==> src/rtl/mash_pkg.sv <==
// ============================================================================
// Module   : mash_pkg
// Purpose  : Shared constants and helpers for the MASH delta-sigma modulator.
// Revision : 1.0 - initial release
// ============================================================================
`default_nettype none

package mash_pkg;

    localparam int          MASH_MAX_STAGES = 4;
    localparam logic [14:0] LFSR_SEED       = 15'h0001;

    // Requested order is encoded as order-1; anything beyond the built stages clamps.
    function automatic logic [2:0] clamp_order(input logic [1:0] i_req, input int n_stages);
        logic [2:0] w_req;
        w_req = {1'b0, i_req} + 3'd1;
        if (int'(w_req) > n_stages) begin
            return 3'(n_stages);
        end
        return w_req;
    endfunction

    function automatic int out_width(input int n_stages);
        return n_stages + 1;
    endfunction

endpackage

`default_nettype wire

==> src/rtl/mash_acc_stage.sv <==
// ============================================================================
// Module   : mash_acc_stage
// Purpose  : One W-bit MASH accumulator with combinational sum/carry output.
// Revision : 1.0 - initial release
// ============================================================================
`default_nettype none

module mash_acc_stage #(
    parameter int P_DATA_WIDTH = 8
) (
    input  logic                    i_clk,
    input  logic                    i_rst_n,
    input  logic                    i_en,
    input  logic                    i_active,
    input  logic                    i_load,
    input  logic                    i_cin,
    input  logic [P_DATA_WIDTH-1:0] i_addend,
    input  logic [P_DATA_WIDTH-1:0] i_load_val,
    output logic [P_DATA_WIDTH-1:0] o_sum,
    output logic                    o_carry
);

    logic [P_DATA_WIDTH-1:0] r_acc;
    logic [P_DATA_WIDTH:0]   w_s;

    assign w_s     = {1'b0, r_acc} + {1'b0, i_addend} + {{P_DATA_WIDTH{1'b0}}, i_cin};
    // An inactive stage must look like an empty one to the cancellation network.
    assign o_sum   = i_active ? w_s[P_DATA_WIDTH-1:0] : '0;
    assign o_carry = i_active & w_s[P_DATA_WIDTH];

    always_ff @(posedge i_clk or negedge i_rst_n) begin
        if (!i_rst_n) begin
            r_acc <= '0;
        end else if (i_load) begin
            r_acc <= i_load_val;
        end else if (i_en) begin
            r_acc <= i_active ? w_s[P_DATA_WIDTH-1:0] : '0;
        end
    end

endmodule

`default_nettype wire

==> src/rtl/mash_ddsm.sv <==
// ============================================================================
// Module   : mash_ddsm
// Purpose  : Runtime-order MASH delta-sigma modulator (1..P_NUM_STAGES).
//            Optional LSB dither enabled by defining MASH_DITHER_EN.
// Revision : 1.0 - initial release
// ============================================================================
`default_nettype none

module mash_ddsm
    import mash_pkg::*;
#(
    parameter int P_DATA_WIDTH = 8,
    parameter int P_NUM_STAGES = 3
) (
    input  logic                                  i_clk,
    input  logic                                  i_rst_n,
    input  logic                                  i_en,
    input  logic                                  i_load,
    input  logic [P_DATA_WIDTH-1:0]               i_seed,
    input  logic [1:0]                            i_order,
    input  logic [P_DATA_WIDTH-1:0]               i_data,
    output logic [out_width(P_NUM_STAGES)-1:0]    o_out,
    output logic                                  o_valid
);

    localparam int W  = P_DATA_WIDTH;
    localparam int N  = P_NUM_STAGES;
    localparam int OW = out_width(P_NUM_STAGES);

    // Binomial weights of the delayed carries for each stage (1-3z^-1+3z^-2-z^-3 ...).
    localparam int C_D1 [MASH_MAX_STAGES] = '{0, 1, 2, 3};
    localparam int C_D2 [MASH_MAX_STAGES] = '{0, 0, 1, 3};
    localparam int C_D3 [MASH_MAX_STAGES] = '{0, 0, 0, 1};

    logic [2:0]    r_order;
    logic [N-1:0]  w_c;
    logic [N-1:0]  w_active;
    logic [N-1:0]  r_cd1, r_cd2, r_cd3;
    logic [W-1:0]  w_sum [N];
    logic          w_cin;
    logic [OW-1:0] w_y;
    logic [OW-1:0] r_out;
    logic          r_valid;
    logic          w_unused_tail;

`ifdef MASH_DITHER_EN
    logic [14:0] r_lfsr;

    always_ff @(posedge i_clk or negedge i_rst_n) begin
        if (!i_rst_n) begin
            r_lfsr <= LFSR_SEED;
        end else if (i_load) begin
            r_lfsr <= LFSR_SEED;
        end else if (i_en) begin
            r_lfsr <= {r_lfsr[13:0], r_lfsr[14] ^ r_lfsr[13]};
        end
    end

    assign w_cin = r_lfsr[0];
`else
    assign w_cin = 1'b0;
`endif

    for (genvar k = 0; k < N; k++) begin : g_stage
        logic [W-1:0] w_addend;
        logic         w_stage_cin;
        logic [W-1:0] w_load_val;

        if (k == 0) begin : g_head
            assign w_addend    = i_data;
            assign w_stage_cin = w_cin;
            assign w_load_val  = i_seed;
        end else begin : g_tail
            assign w_addend    = w_sum[k-1];
            assign w_stage_cin = 1'b0;
            assign w_load_val  = '0;
        end

        assign w_active[k] = (3'(k) < r_order);

        mash_acc_stage #(
            .P_DATA_WIDTH (W)
        ) u_stage (
            .i_clk      (i_clk),
            .i_rst_n    (i_rst_n),
            .i_en       (i_en),
            .i_active   (w_active[k]),
            .i_load     (i_load),
            .i_cin      (w_stage_cin),
            .i_addend   (w_addend),
            .i_load_val (w_load_val),
            .o_sum      (w_sum[k]),
            .o_carry    (w_c[k])
        );
    end

    // The last stage's residue has no consumer.
    assign w_unused_tail = ^w_sum[N-1];

    // Modular OW-bit arithmetic: intermediate wrap is harmless, the final sum always fits.
    always_comb begin
        w_y = '0;
        for (int k = 0; k < N; k++) begin
            w_y = w_y + OW'(w_c[k])
                      - OW'(r_cd1[k]) * OW'(C_D1[k])
                      + OW'(r_cd2[k]) * OW'(C_D2[k])
                      - OW'(r_cd3[k]) * OW'(C_D3[k]);
        end
    end

    always_ff @(posedge i_clk or negedge i_rst_n) begin
        if (!i_rst_n) begin
            r_order <= 3'(N);
            r_cd1   <= '0;
            r_cd2   <= '0;
            r_cd3   <= '0;
            r_out   <= '0;
            r_valid <= 1'b0;
        end else if (i_load) begin
            r_order <= clamp_order(i_order, N);
            r_cd1   <= '0;
            r_cd2   <= '0;
            r_cd3   <= '0;
            r_valid <= 1'b0;
        end else if (i_en) begin
            r_cd1   <= w_c;
            r_cd2   <= r_cd1;
            r_cd3   <= r_cd2;
            r_out   <= w_y;
            r_valid <= 1'b1;
        end else begin
            r_valid <= 1'b0;
        end
    end

    assign o_out   = r_out;
    assign o_valid = r_valid;

endmodule

`default_nettype wire

==> config.mk <==
export PLATFORM = sky130hd
export DESIGN_NAME = mash_ddsm
export DESIGN_NICKNAME = d
export VERILOG_FILES = /design/src/rtl/mash_pkg.sv /design/src/rtl/mash_acc_stage.sv /design/src/rtl/mash_ddsm.sv
export SDC_FILE = /design/constraint.sdc
export NUM_CORES = 1
export LEC_CHECK = 0
export ABC_AREA = 1
export CELL_PAD_IN_SITES_DETAIL_PLACEMENT = 1
export CELL_PAD_IN_SITES_GLOBAL_PLACEMENT = 1
export CORE_UTILIZATION = 42
export CTS_CLUSTER_DIAMETER = 40
export DETAILED_ROUTE_END_ITERATION = 12
export GPL_TIMING_DRIVEN = 0
export HOLD_SLACK_MARGIN = 0.12
export PLACE_DENSITY = 0.81
export SYNTH_ARGS = -nofsm -noshare
export SYNTH_HDL_FRONTEND = slang
export SYNTH_SLANG_ARGS = --single-unit
==> constraint.sdc <==
create_clock -name i_clk -period 6.1 [get_ports i_clk]
set_input_delay 0.915 -clock i_clk [delete_from_list [all_inputs] [get_ports i_clk]]
set_output_delay 0.915 -clock i_clk [all_outputs]
set_load 0.005 [all_outputs]
==> metrics.cfg <==
[grt]
gr-usage-all-layers_pct = 23.3
antenna_found_initial = 0
met3_usage_pct = 3.09
grt-ovfl-total = 0
grt_pass1_wl_microns = 11200
grt_use_met2_pct = 40.9
grt.busiest_layer = met2
grt_pass1_vias = 2415
met1_usage_pct = 29.6
grt_max_degree = 36

[cts]
hold_buffers = 0
cts_sinks = 35
cts_tree = built
clockBufferDepth = 2
cts_buffers = 5
cts_resized = 0
post_cts_buffers = 0
clock-root-buffer = clkbuf_8
path_clk_slew_ns = 0.07
clk_latency_ns = 0.30
cts.htree.levels = 2

[worst_setup_path]
cp_num_buf_inv = 3
cp_max_fo = 5
crit_required_ns = 6.32
end_kind = flip-flop
start_kind = primary input
arrival_ns = 5.63
crit_family = adder cells
max_stage_delay_ns = 0.42
path_class = in -> reg
path_common_cell = ha_1
worst_path_max_delay_cell = fa_1

[die]
rows = 27
coreArea_sq_um = 5680
dieArea_sq_um = 6350
start_util_pct = 44.7
die_w_microns = 79.7
pin_count = 27
die_h_microns = 79.7

[timing]
clock_skew_ns = 0.0113
hold_viol = 0
worstMarginPinSlew_ns = 0.839
fin_crit_sh_pct = 88.7
rsz0062_at_grt = false
setup_tns_ns = 0
relSlewSlack_pct = 44.1
fmax_mhz = 185
fin_crit_ns = 5.41
slew_violations = 0
setup_viol = 0

[status]
status = completed

[placement]
io_buffers = 26
place.gp.congestion = 0.839
hpwl_microns = 5100
dp_cells = 416

[cells_and_area]
syn2layout_area_growth_pct = 17.7
n_fill_cell = 706
num_antenna_cells = 0
fin_cells = 424
layout-drive-gt1-share_pct = 7.39
nets = 406

[logic_synthesis]
synth_top_area_share_pct = 32.6
synth-simple-area-share_pct = 22.3
yosysTopAreaCell = dfrtp_1
yosys-top-cells-count = nand2_1 (69), inv_1 (45), dfrtp_1 (33)
synthMuxAreaShare_pct = 0
synth_top_family_by_area = simple AND/OR/NAND/NOR gates
ys_warn_count = 0
synth_area_sq_um = 2530
yosysUniqueCellTypes = 34
synth-edff-count = 0
avgSynthCellArea_sq_um = 7.97
netlist_instances = 318
synth_compound_area_share_pct = 16.9
synthTopCellsByArea = dfrtp_1 (33%), ha_1 (14%), nand2_1 (10%)
synth_most_common_cell = nand2_1
async_flop_share_pct = 100
synth-seq-cells = 35
synth_fa_ha_area_share_pct = 17.8
seq_area_frac_synth_pct = 34.6
synth_ff_type = dfrtp_1
synthesis.nets = 373
synthXorXnorAreaFrac_pct = 0.691

[power]
pwr-share-comb_pct = 49.8
seq_power_share_pct = 30.3
switching_share_pct = 41.7
switchingPower_w = 0.000409
clkPwrFrac_pct = 19.8
p_leak_nw = 1.48
max-vdd-ir-drop_mv = 0.165
p_per_area_nw_per_um2 = 329
p_int_w = 0.000571

[drt]
avgRoutedWirePerCell_microns = 15.4
wl_microns = 6530
vias = 2260
routed_via_density = 5.33
drc_errors = 0
dr.pass1.iters = 4
ant_nets = 0
drt_iter0_markers = 60

[job]
maxCapViolCount = 0

[min_path]
hp-class = reg -> reg

## layout by cell type, fill, tap and decap left out, types with 3 or more instances in the layout
cell | Yosys | routed
fa_1 | 5 | 5
a22oi_1 | 7 | 7
inv_1 | 45 | 45
nor3_1 | 3 | 3
nor2_1 | 24 | 24
clkbuf_1 | 5 | 5
a22o_1 | 4 | 4
o21ai_0 | 23 | 23
nand2_1 | 69 | 69
a21oi_1 | 21 | 21
nand3_1 | 13 | 13
nand2_2 | 3 | 3
ha_1 | 28 | 28
clkbuf_8 | 0 | 7
clkdlybuf4s50_1 | 0 | 25
o21bai_1 | 4 | 4
o22ai_1 | 4 | 4
dfrtp_1 | 33 | 33
## logic make-up (layout without fill, tap and decap cells)
family          count (synthesis)  after routing
fa+ha+maj                      33             33
xor+xnor                        2              2
buf+inv                        52             86
compound gates                 72             72
flops                          35             35
simple gates                  124            124
## area by class of cell
class                           instances  area (sq um)  share of cell area (%)
Buffer                                  5          18.8                   0.629
Clock buffer                            7          96.3                    3.23
Inverter                               47           176                    5.91
Timing Repair Buffer                   26           255                    8.55
Multi-Input combinational cell        231          1460                    49.0
Sequential cell                        35           878                    29.4
Tap cell                               72          90.1                    3.02
Clock inverter                          1          7.51                   0.252
## layer usage
layer,vias to the layer above,share of wire (%)
li1,1120,-
met1,1101,48
met2,30,48
met3,9,2.5
met4,0,1.3
met5,-,0
## through the flow
stage / hold slack (ns) / worst slack [ns] / util, % / cell area, sq um / total power (W)
2_1_floorplan: 0.456 / 1.29 / - / 2530 / 0.000649
3_3_place_gp: 0.470 / 0.482 / 50.8 / 2890 / 0.000767
3_5_place_dp: 0.477 / 0.347 / 50.7 / 2880 / 0.000794
4_1_cts: 0.497 / 0.632 / 52.6 / 2980 / 0.000994
5_1_grt: 0.523 / 0.240 / 52.6 / 2980 / 0.00108
6_report: 0.493 / 0.686 / 52.6 / 2980 / 0.000981
## power groups by stage
| stage | Sequential (W) | Combinational (W) | Clock (W) |
|---|---|---|---|
| 6_report | 0.000298 | 0.000489 | 0.000195 |
| 5_1_grt | 0.000302 | 0.000564 | 0.000210 |
| 4_1_cts | 0.000298 | 0.000496 | 0.000200 |
| 3_5_place_dp | 0.000302 | 0.000491 | 0 |
| 3_3_place_gp | 0.000300 | 0.000467 | 0 |
| 2_1_floorplan | 0.000297 | 0.000351 | 0 |
## worst paths after layout
check / to / startpoint / cells after the start / slack (ns)
worst max-delay path: o_out[2] / i_data[0] / 25 / 0.69
worst min-delay path: o_out[2] / o_out[2] / 2 / 0.49
worst max register to register: o_out[2] / g_stage[0].u_stage.r_acc[0] / 24 / 1.36
worst min register to register: o_out[2] / o_out[2] / 2 / 0.49
max in group asynchronous: g_stage[0].u_stage.r_acc[0] / i_rst_n / 1 / 4.85
min in group asynchronous: r_cd1[1] / i_rst_n / 1 / 0.71
## state kept, by name, summed over array words and instances (netlist names)
signal	flops
g_stage.u_stage.r_acc	24
o_out	4
r_order	3
r_cd1	2
o_valid	1
r_cd2	1
## worst reg2reg max path: stages, from the launching register on
cell	delay (ns)
dfrtp_1	0.38
ha_1	0.22
fa_1	0.40
nand2_1	0.07
inv_1	0.06
o21ai_0	0.14
nand2_1	0.11
o21ai_0	0.16
a21oi_1	0.08
ha_1	0.36
a21oi_1	0.25
nand3_2	0.13
a21oi_1	0.16
o21bai_1	0.10
or2_2	0.28
nand3_1	0.10
inv_1	0.06
ha_1	0.33
nand3_1	0.10
o21ai_1	0.16
nand2_1	0.09
fa_1	0.42
ha_1	0.22
xor2_1	0.14
o21ai_0	0.13
No activity file was read; power rests on OpenSTA's default activity.
